## config.mk

```make
export PLATFORM = sky130hd
export DESIGN_NAME = esc_quad_flat
export DESIGN_NICKNAME = d
export VERILOG_FILES = /design/src/rtl/esc_pkg.sv /design/src/rtl/esc_if.sv /design/src/rtl/esc_chan.sv /design/src/rtl/esc_quad.sv /design/src/flat_wrapper.sv
export SDC_FILE = /design/constraint.sdc
export NUM_CORES = 1
export LEC_CHECK = 0
export CORE_MARGIN = 4
export CORE_UTILIZATION = 56
export CTS_CLUSTER_DIAMETER = 50
export CTS_CLUSTER_SIZE = 8
export DETAILED_ROUTE_END_ITERATION = 7
export HOLD_SLACK_MARGIN = 0.02
export PLACE_DENSITY = 0.77
export SYNTH_ARGS = -nofsm -noshare
export SYNTH_HDL_FRONTEND = slang
export SYNTH_SLANG_ARGS = --single-unit
```

## constraint.sdc

```tcl
create_clock -name clk -period 2.8 [get_ports clk]
set_clock_uncertainty 0.15 [all_clocks]
set_input_delay 0.56 -clock clk [delete_from_list [all_inputs] [get_ports clk]]
set_output_delay 0.56 -clock clk [all_outputs]
set_load 0.005 [all_outputs]
```

## src/rtl/esc_pkg.sv

```systemverilog
`default_nettype none
// ============================================================================
// Package  : esc_pkg
// Brief    : Shared widths and FSM state type for the quad ESC generator.
// Revision : 1.0 - initial release
// ============================================================================
package esc_pkg;

  localparam int SPD_W  = 11;  // commanded speed
  localparam int OFF_W  = 10;  // calibration offset
  localparam int COMP_W = 12;  // speed + offset, max 3070
  localparam int PW_W   = 20;  // pulse width / frame counter compare width
  localparam int N_CHAN = 4;   // front, back, left, right

  typedef enum logic [1:0] {
    IDLE   = 2'd0,
    ARMING = 2'd1,
    RUN    = 2'd2
  } esc_state_t;

endpackage
`default_nettype wire

```

## src/rtl/esc_if.sv

```systemverilog
`default_nettype none
// ============================================================================
// Interface: esc_if
// Brief    : Flight-controller side bundle: arm level, speeds, offsets and
//            the four PWM lines plus frame-start / armed status.
// Revision : 1.0 - initial release
// ============================================================================
interface esc_if;
  import esc_pkg::*;

  logic             arm;
  logic [SPD_W-1:0] frnt_spd, bck_spd, lft_spd, rght_spd;
  logic [OFF_W-1:0] frnt_off, bck_off, lft_off, rght_off;
  logic             frnt_pwm, bck_pwm, lft_pwm, rght_pwm;
  logic             frm_strt;
  logic             armed;

  modport master (
    output arm,
    output frnt_spd, bck_spd, lft_spd, rght_spd,
    output frnt_off, bck_off, lft_off, rght_off,
    input  frnt_pwm, bck_pwm, lft_pwm, rght_pwm,
    input  frm_strt, armed
  );

  modport slave (
    input  arm,
    input  frnt_spd, bck_spd, lft_spd, rght_spd,
    input  frnt_off, bck_off, lft_off, rght_off,
    output frnt_pwm, bck_pwm, lft_pwm, rght_pwm,
    output frm_strt, armed
  );

endinterface
`default_nettype wire

```

## src/rtl/esc_chan.sv

```systemverilog
`default_nettype none
// ============================================================================
// Module   : esc_chan
// Brief    : One motor channel: compensated speed to pulse width, shadow
//            width register and the registered PWM compare.
// Revision : 1.0 - initial release
// ============================================================================
module esc_chan
  import esc_pkg::*;
#(
  parameter int MIN_PULSE = 50_000,
  parameter int SCALE     = 25
) (
  input  wire logic             clk,
  input  wire logic             rst_n,
  input  wire logic [SPD_W-1:0] i_spd,
  input  wire logic [OFF_W-1:0] i_off,
  input  wire logic             i_load,     // frame boundary / arming start
  input  wire logic             i_use_min,  // next frame is an arming frame
  input  wire logic             i_active,   // generating frames this cycle
  input  wire logic [PW_W-1:0]  i_cnt,
  output      logic             o_pwm
);

  logic [COMP_W-1:0] w_comp;
  logic [PW_W-1:0]   w_width_nxt;
  logic [PW_W-1:0]   r_width;
  logic              r_pwm;

  // Offset adds straight onto speed; 2047 + 1023 fits 12 bits, so no clamp.
  assign w_comp      = COMP_W'(i_spd) + COMP_W'(i_off);
  assign w_width_nxt = i_use_min ? PW_W'(MIN_PULSE)
                                 : PW_W'(MIN_PULSE) + PW_W'(w_comp) * PW_W'(SCALE);

  // Shadow width: only changes at a frame boundary so a running pulse is stable.
  always_ff @(posedge clk or negedge rst_n) begin
    if (!rst_n)      r_width <= PW_W'(MIN_PULSE);
    else if (i_load) r_width <= w_width_nxt;
  end

  // PWM high while the frame counter is below the latched width.
  always_ff @(posedge clk or negedge rst_n) begin
    if (!rst_n) r_pwm <= 1'b0;
    else        r_pwm <= i_active && (i_cnt < r_width);
  end

  assign o_pwm = r_pwm;

endmodule
`default_nettype wire

```

## src/rtl/esc_quad.sv

```systemverilog
`default_nettype none
// ============================================================================
// Module   : esc_quad
// Brief    : Quad ESC pulse generator: arming sequence, frame counter and
//            four double-buffered servo-style PWM channels.
// Revision : 1.0 - initial release
// ============================================================================
module esc_quad
  import esc_pkg::*;
#(
  parameter int PERIOD_CYC = 1_000_000,
  parameter int MIN_PULSE  = 50_000,
  parameter int SCALE      = 25,
  parameter int ARM_FRAMES = 50
) (
  input wire logic clk,
  input wire logic rst_n,
  esc_if.slave     bus
);

  localparam int CNT_W = $clog2(PERIOD_CYC);
  localparam int FRM_W = $clog2(ARM_FRAMES + 1);

  esc_state_t       r_state, w_state_nxt;
  logic [CNT_W-1:0] r_cnt, w_cnt_nxt;
  logic [FRM_W-1:0] r_frm_cnt, w_frm_cnt_nxt;
  logic             w_wrap, w_load, w_active;
  logic             r_frm_strt, r_armed;
  logic [SPD_W-1:0] w_spd [N_CHAN];
  logic [OFF_W-1:0] w_off [N_CHAN];
  logic [N_CHAN-1:0] w_pwm;
  logic [PW_W-1:0]  w_cnt_ext;

  assign w_wrap    = (r_cnt == CNT_W'(PERIOD_CYC - 1));
  // Dropping arm kills outputs on the very edge it is sampled.
  assign w_active  = bus.arm && (r_state != IDLE);
  assign w_cnt_ext = PW_W'(r_cnt);

  // Next-state, counter and shadow-load decode; arm=0 beats everything.
  always_comb begin
    w_state_nxt   = r_state;
    w_cnt_nxt     = r_cnt;
    w_frm_cnt_nxt = r_frm_cnt;
    w_load        = 1'b0;
    if (!bus.arm) begin
      w_state_nxt   = IDLE;
      w_cnt_nxt     = '0;
      w_frm_cnt_nxt = '0;
    end else begin
      case (r_state)
        IDLE: begin
          w_state_nxt   = ARMING;
          w_cnt_nxt     = '0;
          w_frm_cnt_nxt = '0;
          w_load        = 1'b1;
        end
        ARMING: begin
          w_cnt_nxt = w_wrap ? '0 : r_cnt + CNT_W'(1);
          if (w_wrap) begin
            w_load        = 1'b1;
            w_frm_cnt_nxt = r_frm_cnt + FRM_W'(1);
            if (r_frm_cnt == FRM_W'(ARM_FRAMES - 1)) w_state_nxt = RUN;
          end
        end
        RUN: begin
          w_cnt_nxt = w_wrap ? '0 : r_cnt + CNT_W'(1);
          w_load    = w_wrap;
        end
        default: w_state_nxt = IDLE;
      endcase
    end
  end

  // State, frame counter and status flags.
  always_ff @(posedge clk or negedge rst_n) begin
    if (!rst_n) begin
      r_state    <= IDLE;
      r_cnt      <= '0;
      r_frm_cnt  <= '0;
      r_frm_strt <= 1'b0;
      r_armed    <= 1'b0;
    end else begin
      r_state    <= w_state_nxt;
      r_cnt      <= w_cnt_nxt;
      r_frm_cnt  <= w_frm_cnt_nxt;
      r_frm_strt <= w_active && (r_cnt == '0);
      r_armed    <= (w_state_nxt == RUN);
    end
  end

  assign w_spd[0] = bus.frnt_spd;
  assign w_spd[1] = bus.bck_spd;
  assign w_spd[2] = bus.lft_spd;
  assign w_spd[3] = bus.rght_spd;
  assign w_off[0] = bus.frnt_off;
  assign w_off[1] = bus.bck_off;
  assign w_off[2] = bus.lft_off;
  assign w_off[3] = bus.rght_off;

  generate
    for (genvar gi = 0; gi < N_CHAN; gi++) begin : g_chan
      esc_chan #(
        .MIN_PULSE (MIN_PULSE),
        .SCALE     (SCALE)
      ) u_chan (
        .clk       (clk),
        .rst_n     (rst_n),
        .i_spd     (w_spd[gi]),
        .i_off     (w_off[gi]),
        .i_load    (w_load),
        .i_use_min (w_state_nxt != RUN),
        .i_active  (w_active),
        .i_cnt     (w_cnt_ext),
        .o_pwm     (w_pwm[gi])
      );
    end
  endgenerate

  assign bus.frnt_pwm = w_pwm[0];
  assign bus.bck_pwm  = w_pwm[1];
  assign bus.lft_pwm  = w_pwm[2];
  assign bus.rght_pwm = w_pwm[3];
  assign bus.frm_strt = r_frm_strt;
  assign bus.armed    = r_armed;

endmodule
`default_nettype wire

```

## src/flat_wrapper.sv

```systemverilog
// flat-port wrapper written by rule: the top's interface ports become plain ports
module esc_quad_flat import esc_pkg::*;
#(
  parameter int PERIOD_CYC = 1_000_000,
  parameter int MIN_PULSE  = 50_000,
  parameter int SCALE      = 25,
  parameter int ARM_FRAMES = 50
)
  (clk, rst_n, bus_arm, bus_frnt_spd, bus_bck_spd, bus_lft_spd, bus_rght_spd, bus_frnt_off, bus_bck_off, bus_lft_off, bus_rght_off, bus_frnt_pwm, bus_bck_pwm, bus_lft_pwm, bus_rght_pwm, bus_frm_strt, bus_armed);
  esc_if bus_i ();
  input wire logic clk;
  input wire logic rst_n;
  input wire logic [$bits(bus_i.arm)-1:0] bus_arm;
  input wire logic [$bits(bus_i.frnt_spd)-1:0] bus_frnt_spd;
  input wire logic [$bits(bus_i.bck_spd)-1:0] bus_bck_spd;
  input wire logic [$bits(bus_i.lft_spd)-1:0] bus_lft_spd;
  input wire logic [$bits(bus_i.rght_spd)-1:0] bus_rght_spd;
  input wire logic [$bits(bus_i.frnt_off)-1:0] bus_frnt_off;
  input wire logic [$bits(bus_i.bck_off)-1:0] bus_bck_off;
  input wire logic [$bits(bus_i.lft_off)-1:0] bus_lft_off;
  input wire logic [$bits(bus_i.rght_off)-1:0] bus_rght_off;
  output wire logic [$bits(bus_i.frnt_pwm)-1:0] bus_frnt_pwm;
  output wire logic [$bits(bus_i.bck_pwm)-1:0] bus_bck_pwm;
  output wire logic [$bits(bus_i.lft_pwm)-1:0] bus_lft_pwm;
  output wire logic [$bits(bus_i.rght_pwm)-1:0] bus_rght_pwm;
  output wire logic [$bits(bus_i.frm_strt)-1:0] bus_frm_strt;
  output wire logic [$bits(bus_i.armed)-1:0] bus_armed;
  assign bus_i.arm = bus_arm;
  assign bus_i.frnt_spd = bus_frnt_spd;
  assign bus_i.bck_spd = bus_bck_spd;
  assign bus_i.lft_spd = bus_lft_spd;
  assign bus_i.rght_spd = bus_rght_spd;
  assign bus_i.frnt_off = bus_frnt_off;
  assign bus_i.bck_off = bus_bck_off;
  assign bus_i.lft_off = bus_lft_off;
  assign bus_i.rght_off = bus_rght_off;
  assign bus_frnt_pwm = bus_i.frnt_pwm;
  assign bus_bck_pwm = bus_i.bck_pwm;
  assign bus_lft_pwm = bus_i.lft_pwm;
  assign bus_rght_pwm = bus_i.rght_pwm;
  assign bus_frm_strt = bus_i.frm_strt;
  assign bus_armed = bus_i.armed;
  esc_quad #(.PERIOD_CYC(PERIOD_CYC), .MIN_PULSE(MIN_PULSE), .SCALE(SCALE), .ARM_FRAMES(ARM_FRAMES)) u_core (.clk(clk), .rst_n(rst_n), .bus(bus_i));
endmodule
```

# ---- Word-level counts from Yosys, hierarchy flattened
# Cells that the tools add are included.
dict set report classes {
  n_mux 17
  n_eq_ne 9
  n_mul 4
  n_lt_le_gt_ge 4
  reduce_logical 11
  addsub 10
}
# op count
set ops {}
lappend ops {{$lt A20 B20 Y1} 4}
lappend ops {{$add A16 B17 Y18 const A} 4}
lappend ops {{$mux W18} 4}
lappend ops {{$mul A12 B5 Y17 const B} 4}
lappend ops {{$add A11 B10 Y12} 4}
lappend ops {{$mux W20} 2}
lappend ops {{$pmux W20 S2} 1}
lappend ops {{$add A20 B1 Y20 const B} 1}
lappend ops {{$eq A20 B20 Y1 const B} 1}
lappend ops {{$logic_not A20 Y1} 1}
lappend ops {{$mux W6} 2}
lappend ops {{$pmux W6 S2} 1}
lappend ops {{$add A6 B1 Y6 const B} 1}
lappend ops {{$eq A6 B6 Y1 const B} 1}
lappend ops {{$logic_and A1 B1 Y1} 6}
lappend ops {{$mux W2} 3}
lappend ops {{$ne A3 B2 Y1 const B} 2}
lappend ops {{$pmux W2 S3} 1}
lappend ops {{$eq A2 B2 Y1 const B} 2}
lappend ops {{$ne A3 B1 Y1 const B} 1}
lappend ops {{$pmux W1 S3} 1}
lappend ops {{$eq A2 B1 Y1 const B} 1}
lappend ops {{$logic_not A2 Y1} 1}
lappend ops {{$mux W1} 2}
lappend ops {{other kinds (4)} 4}
dict set report totals {
  input_bits 87
  reg_bits 114
  out_inout_bits 6
}

# ---- Logic depth before layout (Yosys ltp)
dict set report depth {
  word_depth 7
  depth_mapped 20
}

# ---- Modules after synthesis
# A second synthesis with hierarchy kept.
dict set report unflattened {
  cells_unflattened 1383
  hier_area_um2 12737.2
}
# module cells_per_inst instances area_per_inst_um2 seq_area_each_um2
set modules_own_cells {}
lappend modules_own_cells {{esc_chan at u_core.g_chan[0].u_chan ...} 292 2 2731.4 483.0}
lappend modules_own_cells {{esc_chan at u_core.g_chan[2].u_chan ...} 295 2 2693.8 483.0}
lappend modules_own_cells {esc_quad 209 1 1886.8 750.7}

# ---- Least setup slack after synthesis
# Ideal clock, no wire load.
dict set report synth_timing {
  path_kind {input port to flip-flop}
  start {input port bus_rght_off[0]}
  end {register u_core.g_chan[3].u_chan.r_width[16]}
  setup_time_ps 127
  arrival_ps 4897
  required_time_ps 2523
  path_slack_ps -2375
  n_path_buf 0
  path_stages 20
  cell_sequence {ha_1 > fa_1 > a21o_1 > a21oi_1 > o21ai_0 > o41a_1 > a21o_1 > a21o_1 > xor2_1 > ha_1 > ha_1 > ha_1 > ha_1 > a21o_1 > a21oi_1 > inv_1 > a41o_1 > a21oi_1 > xor2_1 > o22ai_2}
}
dict set report synth_between {
  elab_chain_len 4
}
# item line_no
set synth_lines {}
lappend synth_lines {{from (decl)} flat_wrapper.sv:21} ;# input wire logic [$bits(bus_i.rght_off)-1:0] bus_rght_off;
lappend synth_lines {{$add A11 B10 Y12} esc_chan.sv:31} ;# assign w_comp = COMP_W'(i_spd) + COMP_W'(i_off);
lappend synth_lines {{$mul A12 B5 Y17} esc_chan.sv:33} ;# : PW_W'(MIN_PULSE) + PW_W'(w_comp) * PW_W'(SCALE);
lappend synth_lines {{$add A16 B17 Y18} esc_chan.sv:33}
lappend synth_lines {{$mux W18} esc_chan.sv:32} ;# assign w_width_nxt = i_use_min ? PW_W'(MIN_PULSE)
lappend synth_lines {{to (signal assigned)} esc_chan.sv:37} ;# if (!rst_n) r_width <= PW_W'(MIN_PULSE);
lappend synth_lines {{to (signal assigned)} esc_chan.sv:38} ;# else if (i_load) r_width <= w_width_nxt;
lappend synth_lines {{to (decl)} esc_chan.sv:27} ;# logic [PW_W-1:0] r_width;
# Every way passes these cells.
# A chain may end at the register's enable or synchronous reset.

# ---- Worst setup path after layout
dict set report layout_timing {
  start {input port bus_rght_spd[0]}
  end {register u_core.g_chan[3].u_chan.r_width[14]}
}
dict set report layout_between {
  elab_chain_len 4
}
# item line_no
set layout_lines {}
lappend layout_lines {{from (decl)} flat_wrapper.sv:17} ;# input wire logic [$bits(bus_i.rght_spd)-1:0] bus_rght_spd;
lappend layout_lines {{$add A11 B10 Y12} esc_chan.sv:31}
lappend layout_lines {{$mul A12 B5 Y17} esc_chan.sv:33}
lappend layout_lines {{$add A16 B17 Y18} esc_chan.sv:33}
lappend layout_lines {{$mux W18} esc_chan.sv:32}
# Every way passes these cells.

==> flow_summary.yaml <==
status:
  status: "finished with violations"
  violations: "negative setup slack"
drt:
  first_pass_iters: 6
  via_count: 13200
  wl_per_cell_um: 23.6
  drc: 0
  finalWirelength_mm: 48.5
  drt_iter0_drc: 1410
  ant_nets: 0
  viasPerCell: 6.41
setup_path:
  end_kind: "register"
  r2r_slack_ns: -0.13
  r2r-end: "u_core.g_chan[1].u_chan.r_width[16]$_DFFE_PN0P_"
  rr_startpoint: "u_core.r_cnt[6]$_DFFE_PN0P_"
  crit_family: "compound AO/OA/AOI/OAI gates"
  path_max_fanout: 2
  crit_required_ns: 2.94
  start_kind: "input pin"
  path_cells: "buf_6, ha_4, fa_2, a21o_1, a21oi_2, o21ai_2, o41a_1, a21o_1, a21o_1, xnor2_2, fa_1, inv_2, ha_4, ha_4, or3_4, nor2_4, o21ai_2, buf_4, a41oi_4, xnor2_2, o21ai_1, o21ai_1"
  worst-path-buf-inv: 3
  cp.arrival_ns: 4.88
  cp_slowest_cell: "fa_1"
  path_class: "input pin to register"
  cpPeakStageDelay_ns: 0.57
  reg2reg_depth: 8
sta:
  slew_viol_final: 0
  fin_tns_setup_ns: -65.89
  holdWs_ns: 0.348
  setup_ws_ns: -1.94
  fmax_mhz: 211
  worstMarginPinSlew_ns: 0.569
  timing.final.crit_period_ns: 4.74
  rsz0062_at_grt: "true"
  setup_viol: 56
  hold_violations: 0
  relSlewSlack_pct: 61.8
  period_share_pct: 169
clock_network:
  cts-root-buf: "clkbuf_16"
  tritoncts_num_sinks: 106
  cts.clk_slew.worst_paths_ns: 0.07
  htreeDepth: 3
  clockBufferDepth: 2
  cts_made_buffers: 9
  clk_latency_ns: 0.38
  cts_tree: "built"
cells_and_area:
  finalNetCount: 2152
  final_cell_mix: "294 x buf_4, 173 x ha_1, 117 x inv_1"
  fill_cells: 846
  final_layout_size_suffix_gt1_share_pct: 44.0
  syn_to_final_growth_pct: 55.2
  final_util_pct: 88.5
  final_area_um2: 19300
  mostFrequentLayoutCell: "buf_4"
floorplanning:
  start_util_pct: 57.0
  fp.dieH_um: 157
  die_x_um: 157
  io_pins: 93
  coreArea_um2: 21800
  die_area_um2: 24700
  rows: 54
yosys:
  yosysSeqAreaShare_pct: 21.6
  synthesis.area_um2: 12400
  ys.flop_type: "dfrtp_1"
  postSynthCellCount: 1334
  ys_warn_count: 0
  ys_ff_latch: 106
  synth.avg_cell_area_um2: 9.33
  synth_edf_count: 0
  ys_types: 76
  syn_nets: 1721
  async_flop_share_pct: 100
power_and_ir_drop:
  ir_drop_mv: 0.785
  leakagePower_nw: 9.21
  pwr_density_cell_nw_per_um2: 1150
global_route:
  grt_overflow_total: 0
  grt_pass1_vias: 12600
  antenna_found_initial: 0
  grt_usage_pct: 29.1
  grt_start_max_net_pins: 51
  grt_pass1_wl_mm: 58.8
worst_hold_path:
  hold_start: "u_core.g_chan[2].u_chan.r_width[12]$_DFFE_PN0P_"
  min_path_type: "register to register"
  worstHoldPathCells: 2
  hold_end: "u_core.g_chan[2].u_chan.r_width[12]$_DFFE_PN0P_"
place:
  dpl-instance-area_um2: 16800
  place.gp.congestion: 0.899
  port_buffers: 92
  dp.final_hpwl_mm: 24.6
flow_run:
  drv_cap: 0
-- what timing repair did --
item / CTS / global route
endpoints found under the setup margin: 54 / 52
pin swaps: 214 / 139
hold endpoints to repair: 1 / 0
gates resized for setup: 235 / 150
hold buffers: 1 / 0
setup buffers: 56 / 37
-- cell usage after synthesis, drive strengths merged (3+ instances only) --
cell / n / area share (%)
inv: 134 / 4.0
nand3: 27 / 1.1
nor4: 5 / 0.37
o21a: 8 / 0.48
a211oi: 12 / 0.76
nor2: 83 / 2.7
nand2b: 19 / 1.0
nand4: 13 / 0.65
nor2b: 16 / 0.80
o2111ai: 3 / 0.21
ha: 276 / 28
nand2: 65 / 2.0
a221o: 3 / 0.24
clkbuf: 10 / 0.30
dfrtp: 82 / 16
o41a: 3 / 0.27
a21o: 73 / 4.4
a31oi: 9 / 0.45
xor2: 77 / 5.4
a21oi: 74 / 3.0
nor3: 16 / 0.68
nand3b: 3 / 0.18
and2: 15 / 0.75
o22ai: 31 / 3.0
buf: 15 / 0.92
and4: 4 / 0.28
fa: 24 / 3.9
a31o: 5 / 0.35
nor3b: 5 / 0.30
a22oi: 10 / 0.60
and3: 10 / 0.50
dfstp: 24 / 5.1
o21ai: 55 / 2.3
xnor2: 62 / 4.4
o31ai: 4 / 0.24
or3: 6 / 0.30
o211ai: 8 / 0.48
o21bai: 11 / 0.66
-- how the worst max path moves through the flow --
stage	from	endpoint	slack, ns	depth (start not counted)
after floorplan	bus_lft_off[0]	u_core.g_chan[2].u_chan.r_width[17]$_DFFE_PN0P_	-1.96	19
final	bus_rght_spd[0]	u_core.g_chan[3].u_chan.r_width[14]$_DFFE_PN1P_	-1.94	22
after CTS	bus_rght_spd[0]	u_core.g_chan[3].u_chan.r_width[16]$_DFFE_PN0P_	-1.81	21
after global routing	bus_rght_spd[0]	u_core.g_chan[3].u_chan.r_width[14]$_DFFE_PN1P_	-2.05	22
after detailed placement	bus_rght_off[0]	u_core.g_chan[3].u_chan.r_width[16]$_DFFE_PN0P_	-2.56	21
after global placement	bus_rght_off[0]	u_core.g_chan[3].u_chan.r_width[16]$_DFFE_PN0P_	-2.49	19
-- through the flow --
step | setup slack, ns | power, mW | cells
global placement | -2.49 | 14.3 | 1954
CTS | -1.81 | 18.2 | 2024
finish | -1.94 | 22.2 | 2051
floorplan | -1.96 | 10.4 | 1334
global route | -2.05 | 23.3 | 2050
detailed placement | -2.56 | 14.7 | 1954
-- flip-flops by register name, indices dropped and copies added, names as in the netlist --
signal / count
u_core.bus.armed: 1
u_core.bus.frm_strt: 1
u_core.g_chan.u_chan.r_width: 72
u_core.r_state: 2
u_core.r_cnt: 20
u_core.r_frm_cnt: 6
u_core.g_chan.u_chan.o_pwm: 4
-- where the power goes --
group / leakage (nW) / internal, mW / switching (mW) / total [mW]
clock: 0.143 / 0.621 / 0.657 / 1.28
sequential: 1.39 / 1.55 / 0.00702 / 1.56
combinational: 7.67 / 10.2 / 9.10 / 19.3
-- worst reg2reg max path, cell delays in order (launching register included) --
cell,delay (ns)
dfrtp_1,0.40
nor4_1,0.54
nand2_1,0.25
nor3_1,0.41
a31oi_2,0.28
nor2_2,0.24
buf_4,0.29
nand3_1,0.15
o22ai_1,0.14
-- routing by layer --
layer / routed length (µm) / global-route usage [%] / vias up
li1: - / - / 5582
met1: 16300 / 33.1 / 6335
met2: 24300 / 54.4 / 883
met3: 4100 / 5.22 / 355
met4: 3710 / 10.3 / 0
met5: 0 / 0 / -
-- logic make-up (layout without fill, tap and decap cells) --
kind of cell               after synthesis  in the layout  share of synthesized area, %
AOI/OAI and AO/OA                      337            337                          19.8
adders and majority gates              300            300                          31.6
and+or+nand+nor                        291            291                          11.8
buffers and inverters                  159            595                          5.26
xor gates and xnor gates               139            139                          9.78
DFF                                    106            106                          21.6
muxes                                    2              2                         0.161
other                                    0              1                             0
-- final cells by class --
cell class | instances | area, µm² | area share (%)
timing repair buffer | 445 | 3790 | 19.6
sequential | 106 | 2680 | 13.9
multi-input combinational | 1069 | 11700 | 60.5
inverter | 134 | 508 | 2.63
tap | 280 | 350 | 1.81
antenna | 1 | 2.50 | 0.0130
clock inverter | 7 | 60.1 | 0.311
clock buffer | 9 | 225 | 1.17
Note: power is estimated with default switching activity, not from simulation.
==> edit 1, RTL diff (same flow settings) <==
Compare `r_cnt` against `CNT_W'(PERIOD_CYC - 1)` with >= in place of ==.
--- a/src/rtl/esc_quad.sv
+++ b/src/rtl/esc_quad.sv
@@ -31,7 +31,7 @@
   logic [N_CHAN-1:0] w_pwm;
   logic [PW_W-1:0]  w_cnt_ext;
 
-  assign w_wrap    = (r_cnt == CNT_W'(PERIOD_CYC - 1));
+  assign w_wrap    = (r_cnt >= CNT_W'(PERIOD_CYC - 1));
   // Dropping arm kills outputs on the very edge it is sampled.
   assign w_active  = bus.arm && (r_state != IDLE);
   assign w_cnt_ext = PW_W'(r_cnt);
Function: no difference found for any inputs over 10 cycles, from zero or initial values and one cycle with rst_n low; that may be too few to reach the edited logic, so the function may still have changed.
==> edit 1 against the unedited design <==
  * The run still ends with setup timing left
  * Global-route usage down 0.98 points
  * Final area decreased by 1.2%
  * Setup slack got worse by 0.034 ns
  * Sequential cell count stayed put
  * Count of clock-buffer cells in the layout increased by 1
  * Maximum frequency is 0.71% lower
  * Combinational power decreased by 10%
  * Power down 8.8%
  * Clock power is 4% higher
  * Final cell count is 2.6% higher
  * Routed wire length fell by 16%
  * Area after synthesis fell by 0.14%
  * Critical path type unchanged
  * Largest cell class unchanged
==> edit 1: results (changes against the unedited design) <==
* Internal Power at 11600 uW (was 12400 uW)
* Critical Path Source: bus_frnt_spd[0] (was bus_rght_spd[0])
* Final nets at 2207 (was 2152)
* Detailed Route WL at 40.9 mm (was 48.5 mm)
* Grt met1 use at 0.341 (was 0.331)
* Met3 usage at 0.0322 (was 0.0522)
* CP Max Fanout at 4 (was 2)
* P_leak at 0.00898 uW (was 0.00921 uW)
* Vias per cell at 6.03 (was 6.41)
* Final number of setup-violating endpoints at 51 (was 56)
* Sequential area share after synthesis at 0.216 (about the same)
* CP max stage delay at 0.53 ns (was 0.57 ns)
* Reg clk slew, reported paths at 0.07 ns (about the same)
* Antenna Cells at 0 (was 1)
* GRT met2 Usage at 0.521 (was 0.544)
* Failing checks: setup timing (unchanged)
* DP Area at 16900 sq um (was 16800 sq um)
* Critical Path End: u_core.g_chan[0].u_chan.r_width[17]$_DFFE_PN0P_ (was u_core.g_chan[3].u_chan.r_width[14]$_DFFE_PN1P_)
* Synthesized net count at 1786 (was 1721)
* Register-to-register setup slack at -0.01 ns (was -0.13 ns)
* Met2 wire length at 21.4 mm (was 24.3 mm)
* Fillcell total at 997 (was 846)
* WL met1 at 15.2 mm (was 16.3 mm)
* Setup WS pre-CTS at -2.75 ns (was -2.56 ns)
* First-pass GRT wire length at 58.1 mm (was 58.8 mm)
* Overall routing resource usage at 0.281 (was 0.291)
* Final setup margin at -1.98 ns (was -1.94 ns)
* Least-Margin Pin Slew at 0.979 ns (was 0.569 ns)
* Pin count of the biggest net entering global routing at 105 (was 51)
* Synth unique cells at 67 (was 76)
* Top post-synthesis cells by area: ha_1 (28%), dfrtp_1 (17%), xnor2_1 (5.5%) (was ha_1 (28%), dfrtp_1 (16%), xor2_1 (5.4%))
* DP Wirelength at 24.2 mm (was 24.6 mm)
* Worst r2r src: u_core.r_cnt[1]$_DFFE_PN0P_ (was u_core.r_cnt[6]$_DFFE_PN0P_)
* Share of layout cells above drive strength 1 at 0.396 (was 0.440)
* Status: finished with violations (unchanged)
* Clk_lat worst skew at 0.36 ns (was 0.38 ns)
* Hold Path Class: input port to asynchronous set/reset pin (was flip-flop to flip-flop)
* Met3 Routed Length at 2.23 mm (was 4.10 mm)
* Vias in the first global route at 12686 (was 12636)
==> edit 1: cell count changes after synthesis, sizes merged, moves of 10 or more <==
cell / delta
nand2: +10
o21ai: +71
xor2: -27
o31ai: +11
nor2: +15
xnor2: +16
inv: +16
==> edit 1: cell type report <==
class / instances / area [sq um] / area share
sequential: 106 / 2680 / 0.141
clock buffer: 10 / 239 / 0.0125
tap: 280 / 350 / 0.0184
inverter: 150 / 566 / 0.0297
timing repair buffer: 436 / 3630 / 0.191
multi-input combinational: 1117 / 11500 / 0.605
clock inverter: 6 / 65.1 / 0.00341
==> edit 1: logic make-up (layout without fill, tap and decap cells) <==
kind of cell / count (synthesis) / after routing / synth area share
fa+ha+maj: 300 / 300 / 0.317
xor+xnor: 128 / 128 / 0.0902
compound gates: 409 / 409 / 0.211
buf+inv: 176 / 602 / 0.0567
flops: 106 / 106 / 0.216
mux: 1 / 1 / 0.000806
simple gates: 279 / 279 / 0.108
==> edit 1: timing repair <==
| action | in CTS | in global routing |
|---|---|---|
| buffers inserted | 32 | 35 |
| setup endpoints to repair | 56 | 69 |
| resized for setup | 254 | 121 |
| hold buffers | 0 | 0 |
| pin swaps | 190 | 117 |
==> edit 1: power by group through the flow <==
stage	logic (uW)	registers, uW	clock network (uW)
3_5_place_dp	12500	1640	0
6_report	17300	1610	1330
2_1_floorplan	8670	1640	0
5_1_grt	18400	1620	1390
3_3_place_gp	12100	1640	0
4_1_cts	14400	1610	1320
==> edit 1: per-stage QoR <==
stage               std cells  utilization  hold slack, ns  setup TNS (ns)
floorplan                1399            -           0.114          -66.37
global placement         2037        0.773           0.311         -102.32
detailed placement       2037        0.773           0.334         -106.39
CTS                      2078        0.836          0.0816          -63.79
global route             2105        0.874           0.108          -75.59
finish                   2105        0.874          0.0560          -69.24
==> edit 2, RTL diff (config.mk and constraints unchanged) <==
Made on the original files. `PERIOD_CYC` is set to 1_000_000 in 2 places; all go to 500_000.
--- a/src/rtl/esc_quad.sv
+++ b/src/rtl/esc_quad.sv
@@ -8,7 +8,7 @@
 module esc_quad
   import esc_pkg::*;
 #(
-  parameter int PERIOD_CYC = 1_000_000,
+  parameter int PERIOD_CYC = 500_000,
   parameter int MIN_PULSE  = 50_000,
   parameter int SCALE      = 25,
   parameter int ARM_FRAMES = 50
--- a/src/flat_wrapper.sv
+++ b/src/flat_wrapper.sv
@@ -1,7 +1,7 @@
 // flat-port wrapper written by rule: the top's interface ports become plain ports
 module esc_quad_flat import esc_pkg::*;
 #(
-  parameter int PERIOD_CYC = 1_000_000,
+  parameter int PERIOD_CYC = 500_000,
   parameter int MIN_PULSE  = 50_000,
   parameter int SCALE      = 25,
   parameter int ARM_FRAMES = 50
Check against the original RTL: no difference found for any inputs over 10 cycles, from zero or initial values and one cycle with rst_n low; that may be too few to reach the edited logic, so the function may still have changed.
==> edit 2 against the unedited design <==
  * The flow finishes with violations (DRC, setup timing)
  * Count of clock-buffer cells in the layout unchanged
  * Area after synthesis decreased by 0.53%
  * Worst hold slack improved by 0.0033 ns
  * Power decreased by 5.0%
  * Largest cell class unchanged
  * Combinational power decreased by 7%
  * Die area decreased by 0.50%
  * Core utilization decreased by 0.73 points
  * Final area decreased by 1.1%
  * Setup slack got worse by 0.26 ns
  * Routed wire length decreased by 8.3%
  * Register-to-register slack got worse by 0.06 ns
  * Sequential cell count decreased by 1
==> edit 2: results (changes against the unedited design) <==
* Status: finished with violations (unchanged)
* Failing checks: DRC, setup timing (was setup timing)
* First-pass GRT wire length at 57.2 mm (was 58.8 mm)
* Detailed Route WL at 44.4 mm (was 48.5 mm)
* Top post-synthesis cells by area: ha_1 (28%), dfrtp_1 (16%), xnor2_1 (5.6%) (was ha_1 (28%), dfrtp_1 (16%), xor2_1 (5.4%))
* Routability cong. at 0.883 (was 0.899)
* Initial antenna violation count at 1 (was 0)
* Vias in the first global route at 12582 (was 12636)
* Logic inverters at 149 (was 134)
* Met3 Routed Length at 3.13 mm (was 4.10 mm)
* Adder-cell share of the synthesized area at 0.318 (was 0.316)
* Post-synthesis mux area share at 0.000809 (was 0.00161)
* #FFs+latches synth at 105 (was 106)
* Setup WS pre-CTS at -2.90 ns (was -2.56 ns)
* Least-Margin Pin Slew at 0.646 ns (was 0.569 ns)
* Met2 wire length at 22.2 mm (was 24.3 mm)
* ClkCell Share at 0.0178 (was 0.0148)
* R2R Path End: u_core.g_chan[1].u_chan.r_width[7]$_DFFE_PN0P_ (was u_core.g_chan[1].u_chan.r_width[16]$_DFFE_PN0P_)
* Regs by FF count: u_core.g_chan.u_chan.r_width: 72 flops, u_core.r_cnt: 19 flops, u_core.r_frm_cnt: 6 flops (was u_core.g_chan.u_chan.r_width: 72 flops, u_core.r_cnt: 20 flops, u_core.r_frm_cnt: 6 flops)
* Hold endpoint: u_core.g_chan[0].u_chan.r_width[0]$_DFFE_PN0P_ (was u_core.g_chan[2].u_chan.r_width[12]$_DFFE_PN0P_)
* Pin count of the biggest net entering global routing at 57 (was 51)
* CP top delay family: adder cells (was compound AO/OA/AOI/OAI gates)
* Final number of setup-violating endpoints at 55 (was 56)
* Finished Layout Cells at 2078 (was 2051)
* Worst hold start: u_core.g_chan[0].u_chan.r_width[0]$_DFFE_PN0P_ (was u_core.g_chan[2].u_chan.r_width[12]$_DFFE_PN0P_)
* Iter 0 DRT Violations at 794 (was 1410)
* Worst hold slack at 0.351 ns (was 0.348 ns)
* Final setup margin at -2.20 ns (was -1.94 ns)
* Vias per cell at 6.21 (was 6.41)
* Synthesized net count at 1768 (was 1721)
* DRC Markers at 4 (was 0)
* WL met1 at 15.6 mm (was 16.3 mm)
==> edit 2: cell count changes in the layout (fill, tap and decap cells not counted), sizes merged, moves of 12 or more <==
cell / delta
nand3: +22
buf: -18
inv: +12
a21o: -21
o21ai: +75
nand2: -20
o22ai: -21
a21oi: +14
xor2: -23
nor2: -16
o31ai: +15
xnor2: +17
==> edit 2: worst register-to-register path, cell delays in order (launching register included) <==
cell	delay, ns
dfrtp_1	0.44
ha_2	0.25
and4_2	0.32
nand3_2	0.14
nor4_1	0.33
o21ai_1	0.15
or2_4	0.35
clkinv_1	0.14
buf_8	0.23
nand3_1	0.16
o21ai_2	0.19
==> edit 2: power groups by stage <==
stage	clock network (uW)	logic, uW	registers [uW]
detailed placement	0	12300	1670
finish	1480	17900	1650
floorplan	0	8570	1660
global placement	0	11900	1670
CTS	1450	14400	1640
global route	1520	19000	1650
==> edit 2: per-layer routing <==
layer  global-route usage  up-vias
met2                0.524      676
met3               0.0376      304
met4                0.115        2
met5                    0        -
met1                0.321     6190
li1                     -     5735
